--- src/rtl/rom_burst_reader.sv ---
// Burst reader for a constant-content ROM (word[a] = a + SEED) with a registered read port.
// After a start request it streams burst_len+1 consecutive words under valid/ready flow control.
module rom_burst_reader #(
   parameter int DATA_WIDTH = 4,
   parameter int ADDR_WIDTH = 4,
   parameter int SEED       = 0
) (
   input  logic                  clk,
   input  logic                  rst_n,
   input  logic                  start,
   input  logic [ADDR_WIDTH-1:0] base_addr,
   input  logic [ADDR_WIDTH-1:0] burst_len,
   input  logic                  out_ready,
   output logic                  out_valid,
   output logic [DATA_WIDTH-1:0] d_out,
   output logic [ADDR_WIDTH-1:0] addr_out,
   output logic                  last,
   output logic                  busy,
   output logic                  done
);

   typedef enum logic [1:0] {
      IDLE,
      FETCH,
      STREAM
   } state_t;

   state_t                state, state_nxt;
   logic [ADDR_WIDTH-1:0] rd_addr;
   logic [ADDR_WIDTH-1:0] remain;
   logic                  xfer;
   logic                  final_xfer;
   logic                  accept;
   logic                  load_word;

   function automatic logic [DATA_WIDTH-1:0] rom_word(input logic [ADDR_WIDTH-1:0] a);
      logic [31:0] sum;
      sum = 32'(a) + 32'(SEED);
      return sum[DATA_WIDTH-1:0];
   endfunction

   assign xfer       = out_valid && out_ready;
   assign final_xfer = (state == STREAM) && xfer && last;
   assign busy       = (state != IDLE);

   // NOTE: every signal written here gets a default first, so no path can infer a latch.
   always_comb begin
      state_nxt = state;
      accept    = 1'b0;
      load_word = 1'b0;
      case (state)
         IDLE: begin
            if (start) begin
               accept    = 1'b1;
               state_nxt = FETCH;
            end
         end
         FETCH: begin
            load_word = 1'b1;
            state_nxt = STREAM;
         end
         STREAM: begin
            if (xfer) begin
               if (last) state_nxt = IDLE;
               else      load_word = 1'b1;
            end
         end
         default: state_nxt = IDLE;
      endcase
   end

   // NOTE: sequential state uses non-blocking assignments so all registers update together.
   always_ff @(posedge clk or negedge rst_n) begin
      if (!rst_n) state <= IDLE;
      else        state <= state_nxt;
   end

   // rd_addr runs one word ahead of addr_out so a word can be delivered every cycle.
   always_ff @(posedge clk or negedge rst_n) begin
      if (!rst_n) begin
         rd_addr   <= '0;
         remain    <= '0;
         out_valid <= 1'b0;
         d_out     <= '0;
         addr_out  <= '0;
         last      <= 1'b0;
         done      <= 1'b0;
      end else begin
         done <= final_xfer;
         if (accept) begin
            rd_addr <= base_addr;
            remain  <= burst_len;
         end
         if (load_word) begin
            d_out     <= rom_word(rd_addr);
            addr_out  <= rd_addr;
            last      <= (remain == '0);
            rd_addr   <= rd_addr + ADDR_WIDTH'(1);
            remain    <= remain - ADDR_WIDTH'(1);
            out_valid <= 1'b1;
         end else if (final_xfer) begin
            out_valid <= 1'b0;
            last      <= 1'b0;
         end
      end
   end

endmodule

--- config.mk ---
export PLATFORM = sky130hd
export DESIGN_NAME = rom_burst_reader
export DESIGN_NICKNAME = d
export VERILOG_FILES = /design/src/rtl/rom_burst_reader.sv
export SDC_FILE = /design/constraint.sdc
export NUM_CORES = 1
export LEC_CHECK = 0
export ABC_CLOCK_PERIOD_IN_PS = 1920
export CORE_UTILIZATION = 47
export CTS_CLUSTER_DIAMETER = 60
export DETAILED_ROUTE_END_ITERATION = 8
export GPL_TIMING_DRIVEN = 1
export MAX_ROUTING_LAYER = met4
export PLACE_DENSITY = 0.85
export SLEW_MARGIN = 20
export SYNTH_ARGS = -nofsm -noshare
export SYNTH_HDL_FRONTEND = slang
export SYNTH_SLANG_ARGS = --single-unit
--- constraint.sdc ---
create_clock -name clk -period 1.92 [get_ports clk]
set_input_delay 0.288 -clock clk [delete_from_list [all_inputs] [get_ports clk]]
set_output_delay 0.288 -clock clk [all_outputs]
set_load 0.01 [all_outputs]
## Word level (Yosys, flattened, before mapping)

Cells that the tools add are included.

- Flip-flop bits (word level): 17
- Word-level logic and storage cells: 39
- Bits of input ports: 12
- Output and inout port bits: 12

- Equality and inequality tests: 5
- Reductions and logical operators: 9
- Muxes and demuxes: 16
- Add/subtract/negate cells: 2

Operator list:

| operator | count |
|---|---|
| $mux 4 | 4 |
| $mux 1 | 7 |
| $mux 2 | 3 |
| $ne 2x2->1 const B | 3 |
| $pmux 2 s3 | 1 |
| $reduce_bool 2->1 | 3 |
| $add 4x1->4 const B | 1 |
| $logic_not 4->1 | 1 |
| $sub 4x1->4 const B | 1 |
| $logic_and 1x1->1 | 3 |
| $reduce_and 3->1 | 1 |
| $eq 2x1->1 const B | 1 |
| $eq 2x2->1 const B | 1 |
| $logic_not 2->1 | 1 |
| $pmux 1 s2 | 1 |

## Logic depth before layout (Yosys ltp)

Gate-level depths: netlist of the first run.

- Depth after elaboration: 5
- Mapped depth: 7
- Gate-level depth less buffers: 6

## Worst setup path before layout of the first run

OpenSTA, ideal clock, no wires.

- Path type: flip-flop to flip-flop
- Start: register state[0]
- End: register rd_addr[2]
- Arrival time: 1.302 ns
- Path buffers: 1
- Library setup time: 0.130 ns
- Clock period less this slack: 1.432 ns
- Required time: 1.790 ns
- Setup slack: 0.488 ns
- Stages on the path, launching flop included: 8
- Cells stage by stage: dfrtp_1 -> inv_1 -> ha_1 -> and4b_1 -> o21a_1 -> buf_2 -> nand3b_1 -> nand4_1

- Word-level cells in the longest chain between the ends: 3
- Elaborated cells between the ends (all ways): 7
- Classes of those cells: eq/ne (2); mux (3); reduce/logical (2)

Ends and longest elaborated chain:

| item | RTL line | source |
|---|---|---|
| from (decl) | 28 | `state_t state, state_nxt;` |
| from (signal assigned) | 75 | `else state <= state_nxt;` |
| $eq 2x2->1 (tied with other cells) | 51 | `case (state)` |
| $pmux 1 s2 or $mux 1 (tied branches) | 51 |  |
| $mux 4 or $reduce_bool 2->1 (tied branches) | -- |  |
| to (signal assigned) | 91 | `rd_addr <= base_addr;` |
| to (signal assigned) | 98 | `rd_addr <= rd_addr + ADDR_WIDTH'(1);` |
| to (decl) | 29 | `logic [ADDR_WIDTH-1:0] rd_addr;` |

Several ways; a longest one is shown, not always the timed one.
A chain may end at the register's enable or synchronous reset.

## Worst setup path after layout of the first run

- Start: register state[0]
- End: register remain[1]

- Word-level cells in the longest chain between the ends: 3
- Elaborated cells between the ends (all ways): 7
- Classes of those cells: eq/ne (2); mux (3); reduce/logical (2)

Ends and longest elaborated chain:

| item | RTL line | source |
|---|---|---|
| $eq 2x2->1 (tied with other cells) | 51 |  |
| $pmux 1 s2 or $mux 1 (tied branches) | 51 |  |
| $mux 4 or $reduce_bool 2->1 (tied branches) | -- |  |
| to (signal assigned) | 92 | `remain <= burst_len;` |
| to (signal assigned) | 99 | `remain <= remain - ADDR_WIDTH'(1);` |
| to (decl) | 30 | `logic [ADDR_WIDTH-1:0] remain;` |

Several ways; a longest one is shown, not always the timed one.

==> results of run 1 <==
-- state kept, by name, summed over array words and instances (netlist names) --
name       cells
addr_out       4
rd_addr        4
remain         4
state          2
done           1
last           1
out_valid      1
-- path summary, 6_finish.rpt --
check | endpoint | slack (ns)
worst max-delay path | remain[1] | 0.18
worst min-delay path | state[1] | 0.31
worst max register to register | remain[1] | 0.18
worst min register to register | addr_out[2] | 0.51
max in group asynchronous | rd_addr[0] | 1.43
min in group clk | addr_out[2] | 0.51
-- critical path, cell delays in order, from the launching register on --
cell and delay (ns):
dfrtp_1 0.36, inv_1 0.09, ha_1 0.23, and4b_1 0.21, o21ai_2 0.32, buf_4 0.22
and3_1 0.15, a21oi_1 0.04
-- metrics by stage --
stage / setup slack, ns / cell area [sq um] / utilization [%] / total power [mW] / hold WS [ns]
floorplan: 0.488 / 938 / - / 1.37 / -0.00759
global placement: 0.146 / 1170 / 65.0 / 1.67 / 0.479
detailed placement: 0.0896 / 1170 / 65.0 / 1.73 / 0.484
CTS: 0.0439 / 1200 / 66.5 / 1.92 / 0.311
global route: 0.0267 / 1200 / 66.6 / 2.09 / 0.338
finish: 0.180 / 1200 / 66.6 / 1.91 / 0.307
-- repair_timing --
| action | in CTS | in global routing |
|---|---|---|
| resized for setup | 0 | 1 |
| setup buffers | 0 | 0 |
| hold buffers | 0 | 0 |
| setup endpoints to repair | 0 | 1 |
-- cell usage after synthesis --
library cell  number  share of area (%)
and4b_1            1                1.1
buf_4              5                4.0
nand4_1            5                3.3
a2bb2oi_1          1               0.93
o211ai_1           1               0.80
dfrtp_1           17                 45
nand2_1           22                8.8
nor2_1             2               0.80
a211oi_1           1               0.80
a31oi_1            1               0.67
a21oi_1            2                1.1
and2_1             1               0.67
ha_1               7                9.3
o21ai_1            1               0.53
inv_1              6                2.4
o21a_1             1               0.80
and3_1             1               0.67
or3_1              3                2.0
nand3_1           15                8.0
o21ai_0            3                1.6
nand3b_1           4                3.2
o21ai_2            1               0.93
buf_6              1                1.2
buf_2              2                1.1
-- metal layers --
metal	vias to the layer above	track usage, %	routed length [um]
met1	388	29.0	841
met5	-	-	0
met2	30	35.6	931
met3	4	3.53	103
li1	403	-	-
met4	0	12.0	47
-- where the power goes --
group	total, mW	switching (mW)	leakage, nW	internal, mW
Sequential	0.670	0.145	0.209	0.525
Combinational	1.04	0.537	0.334	0.508
Clock	0.192	0.111	0.0150	0.0809
Total	1.91	0.794	0.558	1.11
-- layout make-up --
| type | count | area, sq um |
|---|---|---|
| flip-flops and latches | 17 | 425 |
| repair buffers | 27 | 263 |
| well taps | 25 | 31.3 |
| multi-input cells | 73 | 432 |
| fillers | 142 | 602 |
| clock buffers | 4 | 26.3 |
| inverters | 6 | 22.5 |
-- cells by family (layout without fill, tap and decap cells) --
family | Yosys count | count (layout) | share of synthesized area (%)
buffers and inverters | 14 | 37 | 8.67
flip-flops | 17 | 17 | 45.3
AND/OR/NAND/NOR | 54 | 54 | 28.5
AO/OA/AOI/OAI | 12 | 12 | 8.13
adder cells (fa/ha/maj) | 7 | 7 | 9.33
==> impl_metrics.toml, run 1 <==
[run_status]
status = "complete, no violations"

[clocking]
cts_sinks = 17
htreeDepth = 1
path_clk_slew_ns = 0.10
clk_latency_ns = 0.29
cts_tree = "yes"
clock_path_buffers = 2
cts_made_buffers = 3
cts-root-buf = "clkbuf_4"

[logic_synthesis]
ys_seq_elements = 17
yosysUniqueCellTypes = 24
synth_seq_area_share_pct = 45.3
syn_nets = 123
ys_warn_count = 0
synth_area_sq_um = 938
syn_avg_cell_area_sq_um = 9.02
syn_inst = 104

[worst_setup_path]
timing.rr.start = "state[0]"
endpoint_kind = "register"
reg2regPathDepth = 7
critical_path_arrival_ns = 1.91
worstPathRequired_ns = 2.09
path_class = "reg2reg"
cp_max_fo = 9
startpoint = "state[0]"
cp-start-kind = "register"

[timing]
max_slew_margin_pct = 71.4
hold_viol = 0
period_minus_slack_ns = 1.74
worst_pin_slew_ns = 0.429
fmax_mhz = 575
fin_tns_setup_ns = 0
fin_skew_ns = 0.00283
rsz0062_at_grt = "no"
finalSetupViolations = 0
final.period_utilization_pct = 90.6
slew_viol_final = 0

[finish]
drive_gt1_share_pct = 6.30
layout.nets = 147
diodes = 0
fin_cells = 152
area_growth_syn_to_layout_pct = 27.9
final_cell_mix = "nand2_1 (22), clkdlybuf4s50_1 (22), dfrtp_1 (17)"

[min_path]
hold_path_class = "in2async"

[placement]
io_buffer_count = 23
dp_cells = 148
hpwl_um = 1460
place.gp.congestion = 0.817

[route]
vias_per_cell = 5.43
wl_per_cell_um = 12.7
dr_total_vias = 825
drt_wl_total_um = 1920
drcViolationCount = 0
drt_pass1_iterations = 6
postRouteAntennaNets = 0
drtIter0Drc = 20

[floorplan]
start_util_pct = 52.1
die_area_sq_um = 2180
rows = 15
core_area_sq_um = 1800
num_io_pins = 24
die_y_um = 46.7
die_w_um = 46.7

[grt]
grt_usage_pct = 23.1
grt_pass1_wl_um = 3340
antenna_found_initial = 0
grt_pass1_vias = 766
grt_max_degree = 18
grt-ovfl-total = 0

[pwr]
vdd_drop_max_v = 0.000772
p_per_area_nw_per_um2 = 1590
leakagePower_nw = 0.558

[run]
cap_viol_max_count = 0
Power figures use the tool's default switching activity.
==> inputs of run 2 (changes only) <==
--- a/config.mk
+++ b/config.mk
@@ -7,7 +7,7 @@
 export LEC_CHECK = 0
 export ABC_CLOCK_PERIOD_IN_PS = 1920
 export CORE_UTILIZATION = 47
-export CTS_CLUSTER_DIAMETER = 60
+export CTS_CLUSTER_DIAMETER = 100
 export DETAILED_ROUTE_END_ITERATION = 8
 export GPL_TIMING_DRIVEN = 1
 export MAX_ROUTING_LAYER = met4
==> results of run 2 <==
Same layout as run 1: the final DEF is identical, and so are final timing and power.
